==> src/rtl/pixel_pkg.sv <==
// Shared types and constants for the pixel sequencer: FSM state enum,
// default geometry and the helper that sizes the row counter.
package pixel_pkg;

  typedef enum logic [2:0] {
    ST_IDLE    = 3'd0,
    ST_ERASE   = 3'd1,
    ST_EXPOSE  = 3'd2,
    ST_CONVERT = 3'd3,
    ST_READ    = 3'd4,
    ST_DONE    = 3'd5
  } seq_state_t;

  localparam int DEF_RESOLUTION   = 8;
  localparam int DEF_ERASE_CYCLES = 5;
  localparam int MAX_ROWS         = 16;

  // Row counter is never narrower than one bit, even for a single-row array.
  function automatic int row_cnt_w(input int rows);
    return (rows > 1) ? $clog2(rows) : 1;
  endfunction

endpackage

==> src/rtl/ramp_counter.sv <==
// Ramp/DAC code counter: counts up while enabled, clear has priority,
// tc flags the last code of the ramp (COUNT-1).
module ramp_counter #(
  parameter int WIDTH = 8,
  parameter int COUNT = 256
) (
  input  logic             clk,
  input  logic             reset_n,
  input  logic             clr,
  input  logic             en,
  output logic [WIDTH-1:0] count,
  output logic             tc
);

  logic [WIDTH-1:0] count_q;
  logic [WIDTH-1:0] count_d;

  always_ff @(posedge clk or negedge reset_n) begin
    if (!reset_n) count_q <= '0;
    else          count_q <= count_d;
  end

  always_comb begin
    count_d = count_q;
    if (clr)     count_d = '0;
    else if (en) count_d = count_q + 1'b1;
  end

  assign count = count_q;
  assign tc    = (count_q == WIDTH'(COUNT - 1));

endmodule

==> src/rtl/pixel_sequencer.sv <==
// Global-shutter frame sequencer: erase, expose, convert (ramp), row readout.
// Define PIXEL_SEQ_CONT_EN for back-to-back frames while start stays high.
module pixel_sequencer
  import pixel_pkg::*;
#(
  parameter int ROWS           = 2,
  parameter int ERASE_CYCLES   = DEF_ERASE_CYCLES,
  parameter int CONVERT_CYCLES = 256,
  parameter int RESOLUTION     = DEF_RESOLUTION
) (
  input  logic                  clk,
  input  logic                  reset_n,
  input  logic                  start,
  input  logic [15:0]           expose_len,
  output logic                  busy,
  output logic                  erase,
  output logic                  expose,
  output logic                  expose_clk,
  output logic                  convert,
  output logic [RESOLUTION-1:0] ramp_code,
  output logic [ROWS-1:0]       read_row,
  output logic                  rd_valid,
  input  logic                  rd_ready,
  output logic                  frame_done,
  output seq_state_t            dbg_state
);

  localparam int              ROW_W      = row_cnt_w(ROWS);
  localparam logic [ROW_W-1:0] LAST_ROW  = ROW_W'(ROWS - 1);
  localparam logic [15:0]     ERASE_LAST = 16'(ERASE_CYCLES - 1);

  // Handshake: a row transfers on any cycle where rd_valid && rd_ready;
  // rd_valid never drops and read_row never changes until that happens.

  seq_state_t       state_q, state_d;
  logic [15:0]      cnt_q, cnt_d;
  logic [15:0]      exp_len_q, exp_len_d;
  logic [ROW_W-1:0] row_q, row_d;
  logic             clk_en_q;
  logic             ramp_en;
  logic             ramp_clr;
  logic             ramp_tc;

  always_ff @(posedge clk or negedge reset_n) begin
    if (!reset_n) begin
      state_q   <= ST_IDLE;
      cnt_q     <= '0;
      exp_len_q <= '0;
      row_q     <= '0;
    end else begin
      state_q   <= state_d;
      cnt_q     <= cnt_d;
      exp_len_q <= exp_len_d;
      row_q     <= row_d;
    end
  end

  always_comb begin
    state_d   = state_q;
    cnt_d     = cnt_q;
    exp_len_d = exp_len_q;
    row_d     = row_q;
    case (state_q)
      ST_IDLE: begin
        if (start) begin
          exp_len_d = expose_len;
          cnt_d     = '0;
          state_d   = ST_ERASE;
        end
      end
      ST_ERASE: begin
        if (cnt_q == ERASE_LAST) begin
          cnt_d   = '0;
          state_d = (exp_len_q == 16'd0) ? ST_CONVERT : ST_EXPOSE;
        end else begin
          cnt_d = cnt_q + 16'd1;
        end
      end
      ST_EXPOSE: begin
        if (cnt_q == exp_len_q - 16'd1) begin
          cnt_d   = '0;
          state_d = ST_CONVERT;
        end else begin
          cnt_d = cnt_q + 16'd1;
        end
      end
      ST_CONVERT: begin
        if (ramp_tc) begin
          row_d   = '0;
          state_d = ST_READ;
        end
      end
      ST_READ: begin
        if (rd_ready) begin
          if (row_q == LAST_ROW) begin
            row_d   = '0;
            state_d = ST_DONE;
          end else begin
            row_d = row_q + 1'b1;
          end
        end
      end
      ST_DONE: begin
`ifdef PIXEL_SEQ_CONT_EN
        // Holding start through frame_done chains the next frame.
        if (start) begin
          exp_len_d = expose_len;
          cnt_d     = '0;
          state_d   = ST_ERASE;
        end else begin
          state_d = ST_IDLE;
        end
`else
        state_d = ST_IDLE;
`endif
      end
      default: state_d = ST_IDLE;
    endcase
  end

  always_comb begin
    busy       = (state_q != ST_IDLE);
    erase      = 1'b0;
    expose     = 1'b0;
    convert    = 1'b0;
    rd_valid   = 1'b0;
    read_row   = '0;
    frame_done = 1'b0;
    ramp_en    = 1'b0;
    case (state_q)
      ST_ERASE:   erase = 1'b1;
      ST_EXPOSE:  expose = 1'b1;
      ST_CONVERT: begin
        convert = 1'b1;
        ramp_en = 1'b1;
      end
      ST_READ: begin
        rd_valid = 1'b1;
        read_row = ROWS'(1) << row_q;
      end
      ST_DONE:    frame_done = 1'b1;
      default:    ;
    endcase
  end

  assign ramp_clr  = !ramp_en || ramp_tc;
  assign dbg_state = state_q;

  ramp_counter #(
    .WIDTH (RESOLUTION),
    .COUNT (CONVERT_CYCLES)
  ) u_ramp (
    .clk     (clk),
    .reset_n (reset_n),
    .clr     (ramp_clr),
    .en      (ramp_en),
    .count   (ramp_code),
    .tc      (ramp_tc)
  );

  // Enable changes only while clk is low, so the gated clock cannot glitch.
  always_ff @(negedge clk or negedge reset_n) begin
    if (!reset_n) clk_en_q <= 1'b0;
    else          clk_en_q <= expose;
  end

  assign expose_clk = clk & clk_en_q;

endmodule

==> config.mk <==
export PLATFORM = sky130hd
export DESIGN_NAME = pixel_sequencer
export DESIGN_NICKNAME = d
export VERILOG_FILES = /design/src/rtl/pixel_pkg.sv /design/src/rtl/ramp_counter.sv /design/src/rtl/pixel_sequencer.sv
export SDC_FILE = /design/constraint.sdc
export NUM_CORES = 1
export LEC_CHECK = 0
export CAP_MARGIN = 20
export CORE_MARGIN = 2
export CORE_UTILIZATION = 35
export DETAILED_ROUTE_END_ITERATION = 10
export PLACE_DENSITY_LB_ADDON = 0.05
export SYNTH_ARGS = -nofsm -noshare
export SYNTH_HDL_FRONTEND = slang
export SYNTH_SLANG_ARGS = --single-unit
==> constraint.sdc <==
create_clock -name clk -period 3.2 [get_ports clk]
set_input_delay 0.48 -clock clk [delete_from_list [all_inputs] [get_ports clk]]
set_output_delay 0.48 -clock clk [all_outputs]
set_load 0.01 [all_outputs]
# After elaboration in Yosys (flattened, before gate mapping)
# Cells that the tools add are included.
[totals]
input_bits = 20
wordCells = 62
regBits = 45
output_inout_bits = 20
[op_classes]
n_shift = 1
n_eq_ne = 14
reduce_logical = 12
n_bitwise = 1
mux = 24
addsub = 4
[ops]
columns = ["operator", "count"]
rows = [
  ["$mux 16", 3],
  ["$pmux 16 s3", 1],
  ["$mux 3", 6],
  ["$add 16x1->16 const B", 1],
  ["$eq 16x16->1", 1],
  ["$eq 16x3->1 const B", 1],
  ["$logic_not 16->1", 1],
  ["$mux 8", 2],
  ["$sub 16x1->16 const B", 1],
  ["$pmux 3 s5", 1],
  ["$ne 2x2->1 const B", 6],
  ["$mux 1", 9],
  ["$add 8x1->8 const B", 1],
  ["$eq 8x8->1 const B", 1],
  ["$eq 3x2->1 const B", 2],
  ["$eq 3x3->1 const B", 2],
  ["$reduce_and 6->1", 1],
  ["$reduce_bool 3->1", 2],
  ["$reduce_and 2->1", 2],
  ["$reduce_bool 2->1", 2],
  ["$eq 3x1->1 const B", 1],
  ["$logic_not 3->1", 1],
  ["$reduce_and 3->1", 1],
  ["$mux 2", 1],
  ["other kinds (6)", 6],
]

# Logic depth before layout (Yosys ltp)
[logic_depth]
ltp_word = 5
mapped_depth = 11
depth_no_buf = 9

# Cells and area by module
# A second synthesis with hierarchy kept.
[unflattened]
hier_cells = 335
area_unflattened_um2 = 3051.7
[modules_own_cells]
columns = ["module", "area_each_um2", "seq_area_each_um2", "cells_each", "n_inst"]
rows = [
  ["pixel_sequencer", 2655.0, 925.9, 296, 1],
  ["ramp_counter", 396.6, 200.2, 39, 1],
]

==> impl_metrics.tcl <==
set metrics [dict create \
    yosysMostFrequentCell "dfrtp_1" \
    synth-compound-area-share_pct 12.6 \
    tightest_slew_ns 0.639 \
    r2r_slack_ns 0.30 \
    dieArea_um2 8710 \
    internal-power_mw 1.76 \
    ctsHoldBuffers 0 \
    synth_ff_type "dfrtp_1" \
    vias 2406 \
    synth_top_area_share_pct 39.4 \
    dr.first_iter.drc_count 100 \
    grt_max_degree 45 \
    power_frac_clock_pct 15.3 \
    async_flop_share_pct 100 \
    core_area_um2 7730 \
    setup_viol_count_final 0 \
    dpl_cell_area_um2 3320 \
    timing.final.ws_setup_ns 0.0918 \
    outcome "finished, final reports clean" \
    worstSkewPairLatency_ns 0.43 \
    p_comb_share_pct 48.9 \
    busiest_layer "met2" \
    p_leak_nw 1.40 \
    hp-class "in2async" \
    grt_use_met3_pct 3.71 \
    peakVddDrop_uv 401 \
    grt_pass1_wl_mm 12.0 \
    grt_usage_pct 17.8 \
    switchingPower_mw 1.37 \
    synth_top_area_cell "dfrtp_1" \
    gr-usage-met1_pct 23.4 \
    drive_gt1_share_pct 12.5 \
    synth_fa_ha_area_share_pct 1.79 \
    slew_headroom_pct 57.1 \
    nets 382 \
    initial_core_util_pct 36.1 \
    worstSetupStartpointType "register" \
    hold_violations 0 \
    yosys.area_share.simple_pct 25.4 \
    yosys-top-cells-area "dfrtp_1, mux2_2, xnor2_1, nor2_1, nand2_1" \
    place.gp.congestion 0.762 \
    yosysUniqueCellTypes 45 \
    synth_xor_area_share_pct 9.59 \
    grtUsageMet2_pct 28.5 \
    clkSlewWorstSetupHoldPaths_ns 0.09 \
    grt_overflow 0 \
    path_max_fanout 1 \
    grt_antenna_before_repair 0 \
    post_cts_buffers 0 \
    utilization_pct 44.7 \
    drtAntennaViolNets 0 \
    synth_top_family_by_area "simple AND/OR/NAND/NOR gates" \
    routedWlPerCell_um 15.2 \
    required_ns 2.72 \
    hpwl_mm 5.06 \
    setup-tns-final_ns 0 \
    io_pins 40 \
    synth_edf_count 0 \
    syn_avg_cell_area_um2 8.95 \
    synthCells 312 \
    route.detailed.drc 0 \
    synth_area_um2 2790 \
    tritoncts "done" \
    seqPwrFrac_pct 35.9 \
    fp.dieH_um 93.3 \
    die_w_um 93.3 \
    swShare_pct 43.8 \
    rsz0062_at_grt "false" \
    fin_skew_ns 0.0122 \
    area_delta_synth_final_pct 23.7 \
    rr_startpoint "exp_len_q[0]$_DFFE_PN0P_" \
    ys.warnings.count 0 \
    finalMaxSlewViolations 0 \
    grt_pass1_vias 2460 \
    antenna_cells 0 \
    wirelength_mm 7.01 \
    drv_cap 0 \
    synth-seq-cells 45 \
    synth_mux_area_share_pct 5.24 \
    arrival_ns 2.63 \
    rows 32 \
    dp_slack_ns 0.143 \
    end_kind "output port" \
    vias_per_cell 5.22 \
    synth-seq-area-share_pct 40.3 \
    portBuffers 39 \
    rr_endpoint "cnt_q[4]$_DFFE_PN0P_" \
    worstRegToRegCells 10 \
    drtPass1Iterations 4 \
    stdcell_area_um2 3450 \
    ys_top_cells_by_count "dfrtp_1, nor2_1, nand2_1, a31oi_1, xnor2_1" \
    critPathKind "reg2out" \
    power.density_nw_per_um2 904 \
    synth_fp_nets 336 \
]
## sequential cells by signal, indices dropped and copies added, names as in the netlist
| register | cells |
|---|---|
| cnt_q | 16 |
| exp_len_q | 16 |
| u_ramp.count | 8 |
| dbg_state | 3 |
| clk_en_q | 1 |
| row_q | 1 |
## logic make-up (layout without fill, tap and decap cells)
| kind of cell | count (synthesis) | count (layout) |
|---|---|---|
| AO/OA/AOI/OAI | 54 | 54 |
| AND/OR/NAND/NOR | 137 | 137 |
| flip-flops | 45 | 45 |
| buffers and inverters | 30 | 77 |
| adder cells (fa/ha/maj) | 4 | 4 |
| XOR/XNOR | 29 | 29 |
| multiplexers | 13 | 13 |
## stage by stage
stage          hold WS, ns  power, mW  instances
2_1_floorplan        0.184       2.14        312
3_3_place_gp         0.511       2.67        450
3_5_place_dp         0.517       2.68        450
4_1_cts              0.237       3.16        461
5_1_grt              0.266       3.39        461
6_report             0.213       3.12        461
## critical path: stages, from the launching register on
cell and delay [ns]:
dfrtn_1 0.38, and2_1 0.11, buf_2 0.12
## final cells by class
cell class | count | area, µm²
fill | 765 | 4280
multi-input combinational | 237 | 1530
sequential | 45 | 1130
timing repair buffer | 52 | 480
tap | 102 | 128
clock buffer | 9 | 115
inverter | 13 | 48.8
clock inverter | 3 | 22.5
## layout by cell type (no fill, tap or decap), drive strengths merged, types with 4 or more instances in the layout
cell type and instances:
mux2 13, or3 4, nor4 10, a31oi 16
ha 4, nand3 15, clkbuf 8, o21ai 15
xnor2 16, inv 13, nor2 34, nor3 11
nand2 28, buf 16, and3 7, nand4 5
clkdlybuf4s50 37, a21oi 11, xor2 12, nand3b 4
dfrtp 44
## worst max-delay path by stage
stage                     cells past startpoint                     start  slack (ns)                 end
after CTS                                     2        clk_en_q$_DFF_NN0_        0.07          expose_clk
after floorplan                               2  dbg_state[2]$_DFFE_PN0P_        0.34  clk_en_q$_DFF_NN0_
after global placement                        2        clk_en_q$_DFF_NN0_        0.14          expose_clk
final                                         2        clk_en_q$_DFF_NN0_        0.09          expose_clk
after detailed placement                      2        clk_en_q$_DFF_NN0_        0.14          expose_clk
after global routing                          2        clk_en_q$_DFF_NN0_        0.02          expose_clk
## per-layer routing
layer  part of all wire [%]  wire length, µm  vias up
li1                       -                -     1205
met1                     49             3420     1146
met2                     46             3230       46
met3                    3.4              240        9
met4                    1.7              116        0
met5                      0                0        -
## power groups by stage
stage	Sequential [mW]	Combinational, mW	Clock [mW]
6_report	1.12	1.53	0.476
5_1_grt	1.17	1.71	0.521
4_1_cts	1.12	1.54	0.493
3_5_place_dp	1.13	1.54	0.0162
3_3_place_gp	1.13	1.51	0.0162
2_1_floorplan	0.994	1.14	0.00671
## timing repair
| item | 4_1_cts | 5_1_grt |
|---|---|---|
| gates cloned | 0 | 0 |
| setup endpoints to repair | 2 | 8 |
| gates resized for setup | 4 | 1 |
Power figures use the tool's default switching activity.
